**config.mk**
```make
export PLATFORM = sky130hd
export DESIGN_NAME = mult_share_arbiter
export DESIGN_NICKNAME = d
export VERILOG_FILES = /design/src/rtl/mult_share_arbiter.sv
export SDC_FILE = /design/constraint.sdc
export NUM_CORES = 1
export LEC_CHECK = 0
export CORE_MARGIN = 2
export CORE_UTILIZATION = 45
export CTS_CLUSTER_DIAMETER = 60
export DETAILED_ROUTE_END_ITERATION = 10
export PLACE_DENSITY_LB_ADDON = 0.2
export SYNTH_ARGS = -nofsm -noshare
export SYNTH_HDL_FRONTEND = slang
export SYNTH_SLANG_ARGS = --single-unit
```
**constraint.sdc**
```tcl
create_clock -name xClk -period 7.5 [get_ports xClk]
set_clock_uncertainty 0.05 [all_clocks]
set_input_delay 2.25 -clock xClk [delete_from_list [all_inputs] [get_ports xClk]]
set_output_delay 2.25 -clock xClk [all_outputs]
set_load 0.02 [all_outputs]
```
**src/rtl/mult_share_arbiter.sv**
```systemverilog
`default_nettype none
// ============================================================================
// Module   : mult_share_arbiter
// Brief    : Four requesters share one M x M signed multiplier. A round-robin
//            arbiter feeds a two-stage pipeline: S1 holds the operands and the
//            tag, and S2 holds the full 2M-bit product and the tag. Downstream
//            backpressure stalls both stages.
// Revision : 1.0 - initial release
// ============================================================================
module mult_share_arbiter #(
    parameter int BF_MULT_BITS = 16
) (
    input  logic                        xClk,
    input  logic                        xRst_n,
    input  logic [3:0]                  xReqValid,
    input  logic [4*BF_MULT_BITS-1:0]   xReqA,
    input  logic [4*BF_MULT_BITS-1:0]   xReqB,
    output logic [3:0]                  xReqReady,
    output logic                        xResValid,
    input  logic                        xResReady,
    output logic [2*BF_MULT_BITS-1:0]   xResProduct,
    output logic [1:0]                  xResTag,
    output logic                        xBusy
);

    localparam int NREQ = 4;
    localparam int M    = BF_MULT_BITS;

    // Round-robin pointer and pipeline state
    logic [1:0]     r_ptr;
    logic           r_s1_valid;
    logic [M-1:0]   r_s1_a;
    logic [M-1:0]   r_s1_b;
    logic [1:0]     r_s1_tag;
    logic           r_s2_valid;
    logic [2*M-1:0] r_s2_prod;
    logic [1:0]     r_s2_tag;

    logic           w_adv;
    logic [3:0]     w_grant;
    logic [1:0]     w_grant_idx;
    logic           w_found;
    logic [1:0]     w_scan;
    logic           w_accept;
    logic [2*M-1:0] w_a_ext;
    logic [2*M-1:0] w_b_ext;
    logic [2*M-1:0] w_prod;

    // The pipeline moves unless S2 holds a result that nobody is taking.
    assign w_adv = !(r_s2_valid && !xResReady);

    // First valid requester at or above the pointer, wrapping modulo 4;
    // no grant while stalled or while reset is held.
    always_comb begin
        w_grant     = '0;
        w_grant_idx = '0;
        w_found     = 1'b0;
        w_scan      = '0;
        for (int k = 0; k < NREQ; k++) begin
            w_scan = r_ptr + k[1:0];
            if (!w_found && xReqValid[w_scan]) begin
                w_found     = 1'b1;
                w_grant_idx = w_scan;
            end
        end
        if (w_found && w_adv && xRst_n) begin
            w_grant[w_grant_idx] = 1'b1;
        end
    end

    assign w_accept  = |w_grant;
    assign xReqReady = w_grant;

    // Sign-extend both operands to 2M bits; the low 2M bits of the unsigned
    // product of the extended values are then the exact signed product.
    assign w_a_ext = {{M{r_s1_a[M-1]}}, r_s1_a};
    assign w_b_ext = {{M{r_s1_b[M-1]}}, r_s1_b};
    assign w_prod  = w_a_ext * w_b_ext;

    // Pointer moves to the slot after the requester just served.
    always_ff @(posedge xClk or negedge xRst_n) begin
        if (!xRst_n) begin
            r_ptr <= 2'd0;
        end else if (w_accept) begin
            r_ptr <= w_grant_idx + 2'd1;
        end
    end

    // S1: capture the granted operands, or a bubble when nothing is accepted.
    always_ff @(posedge xClk or negedge xRst_n) begin
        if (!xRst_n) begin
            r_s1_valid <= 1'b0;
            r_s1_a     <= '0;
            r_s1_b     <= '0;
            r_s1_tag   <= '0;
        end else if (w_adv) begin
            r_s1_valid <= w_accept;
            if (w_accept) begin
                r_s1_a   <= xReqA[w_grant_idx*M +: M];
                r_s1_b   <= xReqB[w_grant_idx*M +: M];
                r_s1_tag <= w_grant_idx;
            end
        end
    end

    // S2: register the product; the data is held across bubbles so that the
    // outputs change only when a new result arrives.
    always_ff @(posedge xClk or negedge xRst_n) begin
        if (!xRst_n) begin
            r_s2_valid <= 1'b0;
            r_s2_prod  <= '0;
            r_s2_tag   <= '0;
        end else if (w_adv) begin
            r_s2_valid <= r_s1_valid;
            if (r_s1_valid) begin
                r_s2_prod <= w_prod;
                r_s2_tag  <= r_s1_tag;
            end
        end
    end

    assign xResValid   = r_s2_valid;
    assign xResProduct = r_s2_prod;
    assign xResTag     = r_s2_tag;
    assign xBusy       = r_s1_valid | r_s2_valid;

endmodule
`default_nettype wire

```
==> results.toml, run 1 <==
[run_status]
status = "completed"

[die]
die_h_um = 180
rows = 64
fp.dieW_um = 180
start_util_pct = 45.5
io_pins = 175
die_area_sq_um = 32300
core_sq_um = 30500

[timing]
min_period_ns = 6.78
rsz0062_at_grt = "false"
max_freq_mhz = 148
hold_viol = 0
relSlewSlack_pct = 42.9
setup_tns_ns = 0
worst_slew_pin_slew_ns = 0.856
finalCritPeriodShare_pct = 90.4
setup_viol = 0
drv_slew = 0

[route]
ant_nets = 0
wire_per_inst_um = 16.2
num_vias = 10400
drt_iter0_markers = 436
wirelength_mm = 32.8
drcViolationCount = 0
vias_per_cell = 5.15
first_pass_iters = 6

[place]
port-buffer-count = 174
routabilityCongestion = 0.845
dp_hpwl_mm = 27.0

[finish]
final_common_cell = "inv_1"
layout_common_cells = "inv_1, fa_1, nand2_1"
final_nets = 2105
drive_above_1_share_pct = 4.55
nFillCells = 2866
n_antenna_cell = 0
syn2layout_area_growth_pct = 16.7

[yosys]
synth_warnings = 0
netlist_area_sq_um = 13900
ys_ff_latch = 72
netlist_instances = 1492
yosysSeqAreaShare_pct = 13.0
synth_edf_count = 0
synthesis.nets = 1975
async_reset_ff_share_pct = 100
syn_area_per_cell_sq_um = 9.31
synth_cell_types = 67
ys.flop_type = "dfrtp_1"

[global_routing]
grt_overflow = 0
grt_usage_pct = 21.2
grt_pass1_vias = 11200
grt_max_degree = 72
antenna_found_initial = 0
grt_pass1_wl_mm = 55.3

[clocking]
tritoncts = "built"
root_buffer = "clkbuf_16"
cts_buffers = 9
cts_hold_buffers = 0
clk_pin_slew_ns = 0.06
cts_buffer_depth = 2
clock-sinks = 72
clk_latency_ns = 0.35
postCtsSetupBuffers = 0
cts-htree-levels = 3
ctsResizeCount = 0

[job]
drv_cap = 0

[worst_setup_path]
critPathKind = "in2out"
end_kind = "primary output"
critPathLaunchType = "input pin"
cp_max_fo = 10
required_ns = 5.20
arrival_ns = 4.48

[worst_hold_path]
min_path_type = "reg2reg"
-- path summary, 6_finish.rpt --
check	start	slack [ns]	cells after the start	end
min in group asynchronous	xRst_n	2.03	2	r_s1_tag[0]$_DFFE_PN0P_
setup / recovery	xReqValid[0]	0.72	8	xReqReady[1]
hold reg to reg	xResProduct[0]$_DFFE_PN0P_	0.42	2	xResProduct[0]$_DFFE_PN0P_
hold / removal	xResProduct[0]$_DFFE_PN0P_	0.42	2	xResProduct[0]$_DFFE_PN0P_
setup reg to reg	r_s1_b[1]$_DFFE_PN0P_	0.96	17	xResProduct[28]$_DFFE_PN0P_
max in group asynchronous	xRst_n	4.49	3	xResProduct[0]$_DFFE_PN0P_
-- kinds of logic after synthesis --
group           count (synthesis)  synth area share, %
mux                            98                 7.37
flops                          72                 13.0
compound gates                158                 7.72
xor+xnor                       23                 1.55
simple gates                  427                 14.7
buf+inv                       366                 10.2
fa+ha+maj                     348                 45.5
-- registers in the layout, indices dropped and copies added, names as in the netlist --
register     flops
r_s1_b          16
r_s1_a          16
r_s1_tag         2
r_s1_valid       1
xResTag          2
r_ptr            2
xResValid        1
xResProduct     32
-- per-stage QoR --
step                      instance area, sq um  hold WS, ns  setup WS (ns)  utilization [%]  std cells
after CTS                                16200        0.426          0.711             53.1       2022
after global placement                   15900        0.404          0.780             52.2       2007
final                                    16200        0.421          0.723             53.1       2022
after floorplan                          13900        0.389           1.49                -       1492
after global routing                     16200        0.452          0.602             53.1       2022
after detailed placement                 15900        0.412          0.707             52.2       2007
-- metal layers --
layer	up-vias	GRT usage, %	wire length [um]
met1	5301	25.2	12700
met3	46	2.57	879
met2	196	39.9	18300
met4	0	6.57	890
met5	-	0	0
li1	4871	-	-
-- Yosys cell counts, types with 5 or more instances --
master    instances  area share [%]
o21ai_0          26            0.94
nand3_1          16            0.58
nor3_1            8            0.29
ha_1             86             7.7
a21oi_1          27            0.97
dfrtp_1          72              13
and3_1            5            0.23
xor2_1            6            0.38
nand2_1         216             5.8
o31ai_1           5            0.27
mux2_2           34             2.8
mux2i_1          64             4.6
a21o_1            8            0.43
a211o_1           6            0.38
o21ai_1          33             1.2
fa_1            262              38
nor2_1           29            0.78
clkbuf_1         53             1.4
xnor2_1          16             1.0
inv_1           302             8.2
o21bai_1          6            0.32
and2_1          126             5.7
o21a_1            7            0.38
a31oi_1           6            0.27
-- layout make-up --
class / count / area [sq um] / area share, %
clock buffers: 10 / 239 / 1.47
multi-input cells: 1054 / 10700 / 66.0
inverters: 302 / 1130 / 7.00
well taps: 396 / 495 / 3.06
flip-flops and latches: 72 / 1800 / 11.1
repair buffers: 183 / 1810 / 11.1
clock inverters: 5 / 33.8 / 0.208
-- critical path, stage by stage --
cell and delay, ns:
clkdlybuf4s50_1 0.52, nor2b_1 0.20, nor2_1 0.06, o22a_1 0.35
inv_1 0.17, ha_1 0.20, and2_1 0.13, clkdlybuf4s50_1 0.60
Power of run 1 is not shown: default switching activity piles up to over one toggle a cycle in this logic, so the estimate is an artifact.
==> run 2: changes to the inputs <==
==> constraint.sdc (replaced) <==
create_clock -name xClk -period 5.9 [get_ports xClk]
set_clock_uncertainty 0.05 [all_clocks]
set_input_delay 1.77 -clock xClk [delete_from_list [all_inputs] [get_ports xClk]]
set_output_delay 1.77 -clock xClk [all_outputs]
set_load 0.02 [all_outputs]
==> run 2 against run 1 <==
Compared with the run above: final cell count rose by 4.7%; routed wire length rose by 5.9%; first-iteration DRC count rose by 3.7%; global-route usage rose by 0.11 points; design area rose by 5.9%; worst hold slack got worse by 0.0064 ns; utilization rose by 3.1 points; critical path depth did not move; register-to-register slack got worse by 0.79 ns; non-clock buffer count rose by 95; die area did not move; sequential share of layout area fell by 0.46 points.
==> results.toml, run 2 (same netlist as run 1, synthesis figures left out) <==
[worst_setup_path]
critPathSlowestCell = "clkdlybuf4s50_1"
arrival_ns = 3.93
critPathLaunchType = "input pin"
required_ns = 4.08
cp_max_fo = 4
cp_top_family = "buffers and inverters"
end_kind = "primary output"
critPathKind = "in2out"
ff2ff_setup_slack_ns = 0.17
crit_buf_inv = 3
crit_path_cell_trace = "clkdlybuf4s50_1 > nor2b_1 > a211o_1 > a21boi_4 > inv_1 > ha_1 > and2_1 > clkdlybuf4s50_1"
path_common_cell = "clkdlybuf4s50_1"
max_stage_delay_ns = 0.53

[finish]
final_common_cell = "inv_1"
final_nets = 2200
syn2layout_area_growth_pct = 23.5
drive_above_1_share_pct = 12.1
n_antenna_cell = 0
nFillCells = 2761
instances_no_fill = 2118
layout_common_cells = "inv_1, fa_1, nand2_1"
final_util_pct = 56.2
largest_reg_flops = 32

[die]
start_util_pct = 45.5
rows = 64
fp.dieW_um = 180
die_area_sq_um = 32300
io_pins = 175
die_h_um = 180
core_sq_um = 30500

[clocking]
root_buffer = "clkbuf_16"
tritoncts = "built"
cts-htree-levels = 3
clk_pin_slew_ns = 0.07
cts_buffer_depth = 2
clk_latency_ns = 0.35
cts_buffers = 9
clock-sinks = 72

[global_routing]
grt_usage_pct = 21.3
grt_max_degree = 72
grt_pass1_vias = 11200
grt_overflow = 0
grt_pass1_wl_mm = 55.6
antenna_found_initial = 0

[timing]
hold_viol = 0
drv_slew = 0
hold_ws_ns = 0.415
min_period_ns = 5.75
relSlewSlack_pct = 30.4
finalCritPeriodShare_pct = 97.5
setup_viol = 0
max_freq_mhz = 174
rsz0062_at_grt = "true"
worst_slew_pin_slew_ns = 1.04

[route]
first_pass_iters = 5
wire_per_inst_um = 16.4
vias_per_cell = 5.10
wirelength_mm = 34.7
ant_nets = 0
drcViolationCount = 0
drt_iter0_markers = 452
num_vias = 10800

[place]
dp_cells = 2074
routabilityCongestion = 0.873
dp_hpwl_mm = 28.7
port-buffer-count = 174

[worst_hold_path]
min_path_type = "reg2reg"

[run_status]
status = "completed"

[job]
drv_cap = 0
run 2: changes by cell type in the layout (fill, tap and decap cells not counted), sizes merged:
cell	change
clkinv	-3
buf	+95
bufinv	+2
clkbuf	-1
inv	+3
run 2: area by class of cell:
class                           count  area (sq um)  area share, %
Multi-Input combinational cell   1054         10800           62.8
Inverter                          302          1130           6.61
Clock buffer                        9           225           1.31
Timing Repair Buffer              278          2590           15.1
Clock inverter                      7           101          0.591
Sequential cell                    72          1830           10.7
Tap cell                          396           495           2.89
run 2: worst paths after layout:
kind                                                  from                     endpoint  cells past startpoint
worst max-delay path                          xReqValid[0]                 xReqReady[2]                      8
worst min-delay path            xResProduct[0]$_DFFE_PN0P_   xResProduct[0]$_DFFE_PN0P_                      2
worst max register to register       r_s1_a[9]$_DFFE_PN0P_  xResProduct[24]$_DFFE_PN0P_                     19
worst min register to register  xResProduct[0]$_DFFE_PN0P_   xResProduct[0]$_DFFE_PN0P_                      2
max in group asynchronous                           xRst_n   xResProduct[2]$_DFFE_PN0P_                      3
min in group asynchronous                           xRst_n      r_s1_tag[1]$_DFFE_PN0P_                      2
run 2: worst reg2reg max path: stages (launching register included):
cell and delay (ns):
dfrtp_2 0.49, buf_4 0.16, buf_4 0.10, nand2_1 0.06, fa_1 0.54, inv_1 0.05, fa_1 0.54, fa_1 0.44
fa_1 0.47, fa_1 0.49, inv_1 0.04, fa_1 0.47, inv_1 0.04, ha_1 0.31, nand2_1 0.14, or2_1 0.27
o21bai_1 0.15, a211o_1 0.30, a2111oi_0 0.37, nand3b_1 0.17
run 2: repair_timing:
item	4_1_cts	5_1_grt
resized for setup	2	55
hold endpoints to repair	0	0
pin swaps	0	5
hold buffers	0	0
setup endpoints to repair	3	15
buffers inserted	0	28
run 2: stage by stage:
stage / setup TNS [ns] / setup WS, ns / cell area (sq um)
2_1_floorplan: 0 / 0.00359 / 13900
3_3_place_gp: 0 / 0.0778 / 16500
3_5_place_dp: -0.00910 / -0.00910 / 16500
4_1_cts: 0 / 0.00101 / 16800
5_1_grt: -0.162 / -0.0426 / 17200
6_report: 0 / 0.146 / 17200
run 2: layer usage:
layer  up-vias  routed length [um]  global-route usage [%]
li1       5045                   -                       -
met3        42                1140                    2.55
met1      5487               13700                    25.9
met5         -                   0                       0
met4         0                 710                    4.88
met2       227               19100                    40.3
Power of run 2 is left out for the same reason.
==> run 3: changes to the inputs <==
--- a/config.mk
+++ b/config.mk
@@ -7,9 +7,12 @@
 export LEC_CHECK = 0
 export CORE_MARGIN = 2
 export CORE_UTILIZATION = 45
+export CTS_BUF_LIST = sky130_fd_sc_hd__clkbuf_16
 export CTS_CLUSTER_DIAMETER = 60
 export DETAILED_ROUTE_END_ITERATION = 10
+export GPL_ROUTABILITY_DRIVEN = 1
 export PLACE_DENSITY_LB_ADDON = 0.2
+export SLEW_MARGIN = 20
 export SYNTH_ARGS = -nofsm -noshare
 export SYNTH_HDL_FRONTEND = slang
 export SYNTH_SLANG_ARGS = --single-unit
==> results of run 3 <==
Final layout, timing and power as in run 2 (identical DEF).
Power of run 3 is left out for the same reason.
